--- config.mk ---
export PLATFORM = sky130hd
export DESIGN_NAME = generic_fifo_sc_b
export DESIGN_NICKNAME = d
export VERILOG_FILES = /design/src/rtl/fifo_sc_pkg.sv /design/src/rtl/fifo_sc_ram.sv /design/src/rtl/generic_fifo_sc_b.sv
export SDC_FILE = /design/constraint.sdc
export NUM_CORES = 1
export LEC_CHECK = 0
export ABC_CLOCK_PERIOD_IN_PS = 5000
export BUFFER_PORTS_ARGS = -buffer_cell sky130_fd_sc_hd__buf_2
export CAP_MARGIN = 30
export CORE_AREA = 5 5 189 118
export CTS_CLUSTER_SIZE = 28
export DETAILED_ROUTE_END_ITERATION = 12
export DIE_AREA = 0 0 194 123
export GPL_TIMING_DRIVEN = 0
export PLACE_DENSITY = 0.46
export SETUP_SLACK_MARGIN = 0.05
export SLEW_MARGIN = 30
export SYNTH_ARGS = -nofsm -noshare
export SYNTH_HDL_FRONTEND = slang
export SYNTH_SLANG_ARGS = --single-unit
--- constraint.sdc ---
create_clock -name clk -period 5 [get_ports clk]
set_clock_uncertainty 0.15 [all_clocks]
set_input_delay 1 -clock clk [delete_from_list [all_inputs] [get_ports clk]]
set_output_delay 1 -clock clk [all_outputs]
set_load 0.01 [all_outputs]
--- src/rtl/fifo_sc_pkg.sv ---
// Shared constants and types for the single-clock FIFO.
// Default geometry, status-bus flag indices, queue-operation encoding.
package fifo_sc_pkg;

  localparam int DW_DEF = 8;
  localparam int AW_DEF = 4;

  localparam int FL_EMPTY  = 0;
  localparam int FL_AEMPTY = 1;
  localparam int FL_AFULL  = 2;
  localparam int FL_FULL   = 3;
  localparam int FL_OVF    = 4;
  localparam int FL_UNF    = 5;
  localparam int NFL       = 6;

  // {accepted write, accepted pop}
  typedef enum logic [1:0] {
    OP_IDLE = 2'b00,
    OP_POP  = 2'b01,
    OP_PUSH = 2'b10,
    OP_BOTH = 2'b11
  } op_e;

endpackage

--- src/rtl/fifo_sc_ram.sv ---
// Simple dual-port storage, one write and one registered read port.
// Ports: clk, clr (sync, clears read reg), we/waddr/wdata, re/raddr/rdata.
module fifo_sc_ram
  import fifo_sc_pkg::*;
#(
  parameter int DW = DW_DEF,
  parameter int AW = AW_DEF
) (
  input  logic          clk,
  input  logic          clr,
  input  logic          we,
  input  logic [AW-1:0] waddr,
  input  logic [DW-1:0] wdata,
  input  logic          re,
  input  logic [AW-1:0] raddr,
  output logic [DW-1:0] rdata
);

  logic [DW-1:0] mem [0:(1<<AW)-1];

  always_ff @(posedge clk) begin
    if (we) mem[waddr] <= wdata;
  end

  // read register holds its value between reads
  always_ff @(posedge clk) begin
    if (clr) rdata <= '0;
    else if (re) rdata <= mem[raddr];
  end

endmodule

--- src/rtl/generic_fifo_sc_b.sv ---
// Single-clock FIFO with exact count, programmable thresholds, sticky errors.
// Ports: clk, rst (sync, active-low), clr, din, wr_en, rd_en, afull_th,
//   aempty_th, dout, dout_vld, full, empty, afull, aempty, cnt, ovf, unf.
// Build option: SC_FIFO_FWFT_EN selects first-word-fall-through output.
module generic_fifo_sc_b
  import fifo_sc_pkg::*;
#(
  parameter int DW = DW_DEF,
  parameter int AW = AW_DEF
) (
  input  logic          clk,
  input  logic          rst,
  input  logic          clr,
  input  logic [DW-1:0] din,
  input  logic          wr_en,
  input  logic          rd_en,
  input  logic [AW:0]   afull_th,
  input  logic [AW:0]   aempty_th,
  output logic [DW-1:0] dout,
  output logic          dout_vld,
  output logic          full,
  output logic          empty,
  output logic          afull,
  output logic          aempty,
  output logic [AW:0]   cnt,
  output logic          ovf,
  output logic          unf
);

  localparam logic [AW:0]   CNT_FULL = {1'b1, {AW{1'b0}}};
  localparam logic [AW:0]   CNT_ONE  = {{AW{1'b0}}, 1'b1};
  localparam logic [AW-1:0] PTR_ONE  = {{(AW-1){1'b0}}, 1'b1};

  logic [AW-1:0]  wp_q;
  logic [AW-1:0]  rp_q;
  logic [AW:0]    cnt_q;
  logic [AW:0]    cnt_nxt;
  logic [NFL-1:0] fl_q;
  logic [NFL-1:0] fl_nxt;
  logic           vld_q;
  logic           vld_nxt;
  logic           sync_clr;
  logic           wr_ok;
  logic           rd_ok;
  logic           ld;
  logic           unf_ev;
  op_e            op;

  assign sync_clr = !rst || clr;
  assign wr_ok    = wr_en && !fl_q[FL_FULL];

`ifdef SC_FIFO_FWFT_EN
  // cnt includes the output stage; words still in RAM = cnt - vld
  logic [AW:0] mcnt;

  assign mcnt    = cnt_q - {{AW{1'b0}}, vld_q};
  assign rd_ok   = rd_en && vld_q;
  assign ld      = (mcnt != '0) && (!vld_q || rd_ok);
  assign vld_nxt = ld || (vld_q && !rd_ok);
  assign unf_ev  = rd_en && !vld_q;
`else
  assign rd_ok   = rd_en && !fl_q[FL_EMPTY];
  assign ld      = rd_ok;
  assign vld_nxt = rd_ok;
  assign unf_ev  = rd_en && fl_q[FL_EMPTY];
`endif

  assign op = op_e'({wr_ok, rd_ok});

  always_comb begin
    cnt_nxt = cnt_q;
    unique case (op)
      OP_PUSH: cnt_nxt = cnt_q + CNT_ONE;
      OP_POP:  cnt_nxt = cnt_q - CNT_ONE;
      default: cnt_nxt = cnt_q;
    endcase
    if (sync_clr) cnt_nxt = '0;

    // flags follow the post-edge count and current thresholds
    fl_nxt            = '0;
    fl_nxt[FL_EMPTY]  = cnt_nxt == '0;
    fl_nxt[FL_FULL]   = cnt_nxt == CNT_FULL;
    fl_nxt[FL_AFULL]  = cnt_nxt >= afull_th;
    fl_nxt[FL_AEMPTY] = cnt_nxt <= aempty_th;
    fl_nxt[FL_OVF]    = !sync_clr &&
                        (fl_q[FL_OVF] || (wr_en && fl_q[FL_FULL]));
    fl_nxt[FL_UNF]    = !sync_clr && (fl_q[FL_UNF] || unf_ev);
  end

  always_ff @(posedge clk) begin
    if (sync_clr) begin
      wp_q  <= '0;
      rp_q  <= '0;
      vld_q <= 1'b0;
    end else begin
      if (wr_ok) wp_q <= wp_q + PTR_ONE;
      if (ld)    rp_q <= rp_q + PTR_ONE;
      vld_q <= vld_nxt;
    end
    cnt_q <= cnt_nxt;
    fl_q  <= fl_nxt;
  end

  fifo_sc_ram #(
    .DW(DW),
    .AW(AW)
  ) u_ram (
    .clk  (clk),
    .clr  (sync_clr),
    .we   (wr_ok && !sync_clr),
    .waddr(wp_q),
    .wdata(din),
    .re   (ld && !sync_clr),
    .raddr(rp_q),
    .rdata(dout)
  );

  assign dout_vld = vld_q;
  assign cnt      = cnt_q;
  assign full     = fl_q[FL_FULL];
  assign empty    = fl_q[FL_EMPTY];
  assign afull    = fl_q[FL_AFULL];
  assign aempty   = fl_q[FL_AEMPTY];
  assign ovf      = fl_q[FL_OVF];
  assign unf      = fl_q[FL_UNF];

endmodule

=== Word level (Yosys, flattened, before mapping) ===
Memory sizes are Yosys's and may differ from the RTL's. A register that Yosys moved wholly into a read port is not among the register bits.
Cells that the tools add are included.

* Input bits: 23
* Output and inout port bits: 20
* Memories: 1
* Bits in writable memories: 128
* Word-level logic and storage cells: 35
* Register bits: 20

{| class="wikitable"
|+ Memory list
! memory !! depth !! bits a word !! read ports !! clocked after memory_dff !! wr ports !! line !! RTL
|-
| u_ram.mem || 16 || 8 || 1 || 1 || 1 || fifo_sc_ram.sv:19 || <nowiki>logic [DW-1:0] mem [0:(1<<AW)-1];</nowiki>
|}

* Reductions and logical operators: 16
* Equality and inequality tests: 3
* $add $sub $neg: 4
* Mux-type cells: 4
* $lt $le $gt $ge: 2

{| class="wikitable"
|+ Operator list
! kind !! count
|-
| case mux 5 bit (2 select lines) || 1
|-
| adder 4 x 1 -> 4 bit, second input constant || 2
|-
| logical AND 1 bit || 8
|-
| adder 5 x 1 -> 5 bit, second input constant || 1
|-
| equality test 5 bit, second input constant || 1
|-
| >= comparator 5 bit || 1
|-
| less-or-equal comparator 5 bit || 1
|-
| zero test 5 bit || 1
|-
| 2-to-1 mux 5 bit || 1
|-
| subtractor 5 x 1 -> 5 bit, second input constant || 1
|-
| zero test 1 bit || 4
|-
| logical OR 1 bit || 3
|-
| equality test 2 x 1 -> 1 bit, second input constant || 1
|-
| equality test 2 bit, second input constant || 1
|-
| 2-to-1 mux 1 bit || 2
|}

=== Logic depth before layout (Yosys ltp) ===
* Depth in word-level cells: 6
* Gate-level depth with buffers: 14
* Mapped depth without buffers: 14

=== Cells and area by module ===
Synthesis repeated with hierarchy kept, for this count alone.

* Cells, all modules: 441
* Area, all modules: 6493.7 um^2

{| class="wikitable"
|+ By module, submodules not included
! module !! cells an instance !! seq. area each (um^2) !! area each (um^2) !! instances
|-
| fifo_sc_ram || 316 || 4003.8 || 5343.9 || 1
|-
| generic_fifo_sc_b || 125 || 400.4 || 1149.9 || 1
|}

=== Least setup slack after synthesis ===
No wires, ideal clock.

* Path kind: input -> register
* Start point: input wr_en
* End point: register fl_q[2]
* Required time: 4.723 ns
* Buffers on the path: 0
* Data arrival time: 3.647 ns
* Setup slack: 1.076 ns
* Setup time: 0.127 ns
* Stages on the path: 13
* Cell sequence: nor2b_1 > inv_1 > ha_1 > xor2_1 > ha_1 > a21oi_1 > mux2i_1 > xor2_1 > nor2_1 > ha_1 > a2111oi_0 > nor3_1 > maj3_1

* Word-level cells in the longest chain between the ends: 5
* Elaborated cells between the ends (all ways): 6
* Those cells by class: order compare: 1; eq/ne: 2; mux: 2; reduce/logical: 1

{| class="wikitable"
|+ Ends and longest elaborated chain
! element !! line !! RTL
|-
| start, declared || generic_fifo_sc_b.sv:15 || <nowiki>input logic wr_en,</nowiki>
|-
| logical AND 1 bit * || generic_fifo_sc_b.sv:50 || <nowiki>assign wr_ok = wr_en && !fl_q[FL_FULL];</nowiki>
|-
| equality test 2 x 1 -> 1 bit / equality test 2 bit (equally long branches) || generic_fifo_sc_b.sv:72 || <nowiki>unique case (op)</nowiki>
|-
| case mux 5 bit (2 select lines) * || generic_fifo_sc_b.sv:72 ||
|-
| 2-to-1 mux 5 bit * || generic_fifo_sc_b.sv:77 || <nowiki>if (sync_clr) cnt_nxt = '0;</nowiki>
|-
| named net cnt_nxt[2] || generic_fifo_sc_b.sv:37 || <nowiki>logic [AW:0] cnt_nxt;</nowiki>
|-
| >= comparator 5 bit * || generic_fifo_sc_b.sv:83 || <nowiki>fl_nxt[FL_AFULL] = cnt_nxt >= afull_th;</nowiki>
|-
| named net fl_nxt[2] || generic_fifo_sc_b.sv:39 || <nowiki>logic [NFL-1:0] fl_nxt;</nowiki>
|-
| end signal, assigned || generic_fifo_sc_b.sv:101 || <nowiki>fl_q <= fl_nxt;</nowiki>
|-
| end, declared || generic_fifo_sc_b.sv:38 || <nowiki>logic [NFL-1:0] fl_q;</nowiki>
|}

The timed path passes the listed nets; every way through them passes the cells marked *.
A chain may end at the register's enable or synchronous reset.

=== Final worst setup path ===
Ends and elaborated chain as after synthesis.

==> impl_results.md <==
* CTS sink count at 156
* Initial Util at 0.313
* Compound-cell area share of the yosys netlist at 0.0503
* Largest family of logic cells by synthesized area: multiplexers
* Hold Buf Count CTS at 0
* Yosys warning count at 0
* #FFs+latches synth at 156
* Period utilization at 0.804
* DR DRC count at 0
* Leak Pwr at 2.68 nW
* Crit-path most repeated cell: ha_1
* TritonCTS clock tree: built
* Primary FF master, synth: edfxtp_1
* Post-Synth Adder-Cell Area at 0.0329
* Worst EP required at 5.15 ns
* RSZ-0062 raised after global routing: false
* Post-layout min period at 4.02 ns
* Number of routed nets with antenna violations at 0
* Worst R2R Path Depth at 13
* Status: finished clean
* Placed cell count at 703
* Post-synth EDFFs at 128
* Mux cell area share after synthesis at 0.123
* Critical Path AT at 4.17 ns
* Vias in the first global route at 3652
* Die ar. at 23900 sq um
* Post-CTS Setup Repair Bufs at 0
* Post-Place Setup Slack at 0.561 ns
* Largest net degree at the start of global routing at 17
* Stages on the worst setup path at 14
* Critical path origin: wr_en
* Die height at 123 microns
* Slowest-stage cell, CP: a2111oi_0
* Mapped Area at 6400 sq um
* I/O pins at 43
* Final WS setup at 0.981 ns
* Post-DP HPWL at 10100 microns
* Worst setup SP type: input port
* F_max at 0.249 GHz
* Routed len/inst at 19.6 microns
* Antenna diode count at 0
* Initial antenna violation count at 0
* Worst Setup EP: fl_q[2]
* Setup Viol. Count Final at 0
* Max Cap Violations at 0
* Setup TNS at 0 ns
* Starting DRC count in detailed routing at 205
* Max-slew violation count at 0
* Worst reg2reg path startpoint: fl_q[3]
* Power density over cell area at 363 nW/um^2
* Crit path kind: in -> reg
* Post-Synth XOR/XNOR Area at 0.0123
* Quantity of gates resized following cts at 0
* FFs w/ async S/R, synth at 0
* Maximum VDD drop at 244 uV
* Worst Setup End Kind: flop
* Cts bufs inserted at 17
* Slew headroom at 0.376
* TritonRoute pass-1 iters at 4
* Synth-to-layout area growth at 18.7%
* I/O Buffers at 42
* Row count at 41
* CP delay by family, top: adder cells
* Fin. Hold Viols at 0
* Gr usage total at 0.128
* Mapped Nets at 417
* Flop-to-flop setup slack at 1.34 ns
* Cell Count, Final, Fillers Out at 735
* Clk Tree Root Cell: clkbuf_16
* Crit-path max FO at 7
* DIE WIDTH at 194 microns
* Worst-Margin Slew at 0.932 ns
* First-pass GRT wire length at 22100 microns
* Reg-to-Reg End: fl_q[2]
* Global placement routability congestion at 0.779
* DR vias at 3450
* Register area share after synthesis at 0.688
* Hold Crit Class: reg -> reg
* Clk_lat worst skew at 0.42 ns
* Layout cells sized above 1 at 0.276
* Worst-path cell chain: buf_2 -> nor2b_1 -> inv_1 -> ha_1 -> xor2_1 -> ha_1 -> a21oi_1 -> mux2i_1 -> xor2_1 -> nor2_1 -> ha_1 -> a2111oi_0 -> nor3_1 -> maj3_1
* Worst path bufs/invs at 2
* # nets final at 482
* Simple-gate share of the synthesized area at 0.0616
* Synth cell types at 41
* CTS H-Tree Depth at 4
* Final WL at 14400 microns
* CTS max path bufs at 2
* Via-to-Cell Ratio at 4.69
* Overall overflow remaining after global route at 0
* Core region area at 20500 sq um
* Mapped Cells at 378
* Avg Inst Size Synth at 16.9 sq um
* Clock-pin slew on the worst setup and hold paths at 0.06 ns
* Slowest cell delay on critical path at 0.37 ns
[worst register-to-register path, stage by stage (launching register included)]
cell	delay, ns
dfxtp_1	0.33
nor2b_1	0.32
inv_1	0.18
ha_1	0.32
xor2_1	0.19
ha_1	0.23
a21oi_1	0.16
mux2i_1	0.24
xor2_1	0.22
nor2_1	0.13
ha_1	0.24
a2111oi_0	0.37
nor3_1	0.12
maj3_1	0.37
[synthesized netlist by cell type, types with 3 or more instances]
library cell	n	share of area
nor2b_1	7	0.0068
nand2b_1	4	0.0039
edfxtp_1	128	0.60
inv_1	13	0.0076
mux2i_1	3	0.0047
xor2_1	6	0.0082
nand4_1	3	0.0029
xnor2_1	3	0.0041
a22o_1	9	0.012
nand2_1	21	0.012
buf_6	4	0.0070
mux4_2	23	0.081
ha_1	16	0.031
o21ai_1	5	0.0039
nor2_1	30	0.018
mux4_1	9	0.037
dfxtp_1	28	0.088
a22oi_1	16	0.019
clkbuf_1	5	0.0029
a21oi_1	8	0.0063
nor3_1	9	0.0070
buf_2	3	0.0023
[layout make-up]
cell class | instances | area, sq um
inverter | 13 | 48.8
sequential | 156 | 4400
timing repair buffer | 46 | 244
buffer | 19 | 156
clock inverter | 8 | 50.0
clock buffer | 24 | 518
tap | 279 | 349
multi-input combinational | 190 | 1820
fill | 1918 | 12900
[flip-flops by register name (all words and copies together), names as in the netlist]
signal / flops
cnt: 5
dout_vld: 1
fl_q: 6
rp_q: 4
u_ram.mem: 128
u_ram.rdata: 8
wp_q: 4
[report_power, final]
part	internal [mW]	total [mW]	switching, mW
logic	0.0423	0.104	0.0614
clock network	0.727	1.24	0.509
registers	1.41	1.42	0.00492
total	2.18	2.76	0.576
[stage by stage]
step | cell area [sq um] | util | power [mW] | hold WS [ns]
finish | 7590 | 0.371 | 2.76 | 0.320
global route | 7590 | 0.371 | 2.87 | 0.348
CTS | 7580 | 0.370 | 2.79 | 0.325
detailed placement | 7010 | 0.343 | 1.55 | 0.302
global placement | 6960 | 0.340 | 1.55 | 0.309
floorplan | 6400 | - | 1.50 | 0.329
[worst min path at each step]
stage              startpoint        endpoint  slack (ns)  cells after the start
2_1_floorplan         wp_q[1]         wp_q[1]        0.33                      2
3_3_place_gp   u_ram.rdata[6]  u_ram.rdata[6]        0.31                      1
3_5_place_dp   u_ram.rdata[6]  u_ram.rdata[6]        0.30                      1
4_1_cts        u_ram.rdata[6]  u_ram.rdata[6]        0.33                      1
5_1_grt        u_ram.rdata[0]  u_ram.rdata[0]        0.35                      1
6_report       u_ram.rdata[6]  u_ram.rdata[6]        0.32                      1
[layer usage]
metal  vias up  part of all wire  global-route usage
li1       1608                 -                   -
met1      1766              0.53               0.194
met2        65              0.42               0.179
met3        11             0.040              0.0316
met4         0            0.0089              0.0413
met5         -                 0                   0
[cells by family after synthesis]
kind of cell	Yosys count
AO/OA/AOI/OAI	45
flip-flops	156
AND/OR/NAND/NOR	84
multiplexers	35
XOR/XNOR	9
adder cells (fa/ha/maj)	17
buffers and inverters	32
[layout by cell type, fill, tap and decap left out, types with 13 or more instances in the layout]
master / instances
inv_1: 13
edfxtp_1: 128
buf_2: 45
nand2_1: 21
clkbuf_16: 19
dfxtp_1: 28
a22oi_1: 16
ha_1: 16
nor2_1: 24
mux4_2: 23
Power figures use the tool's default switching activity.
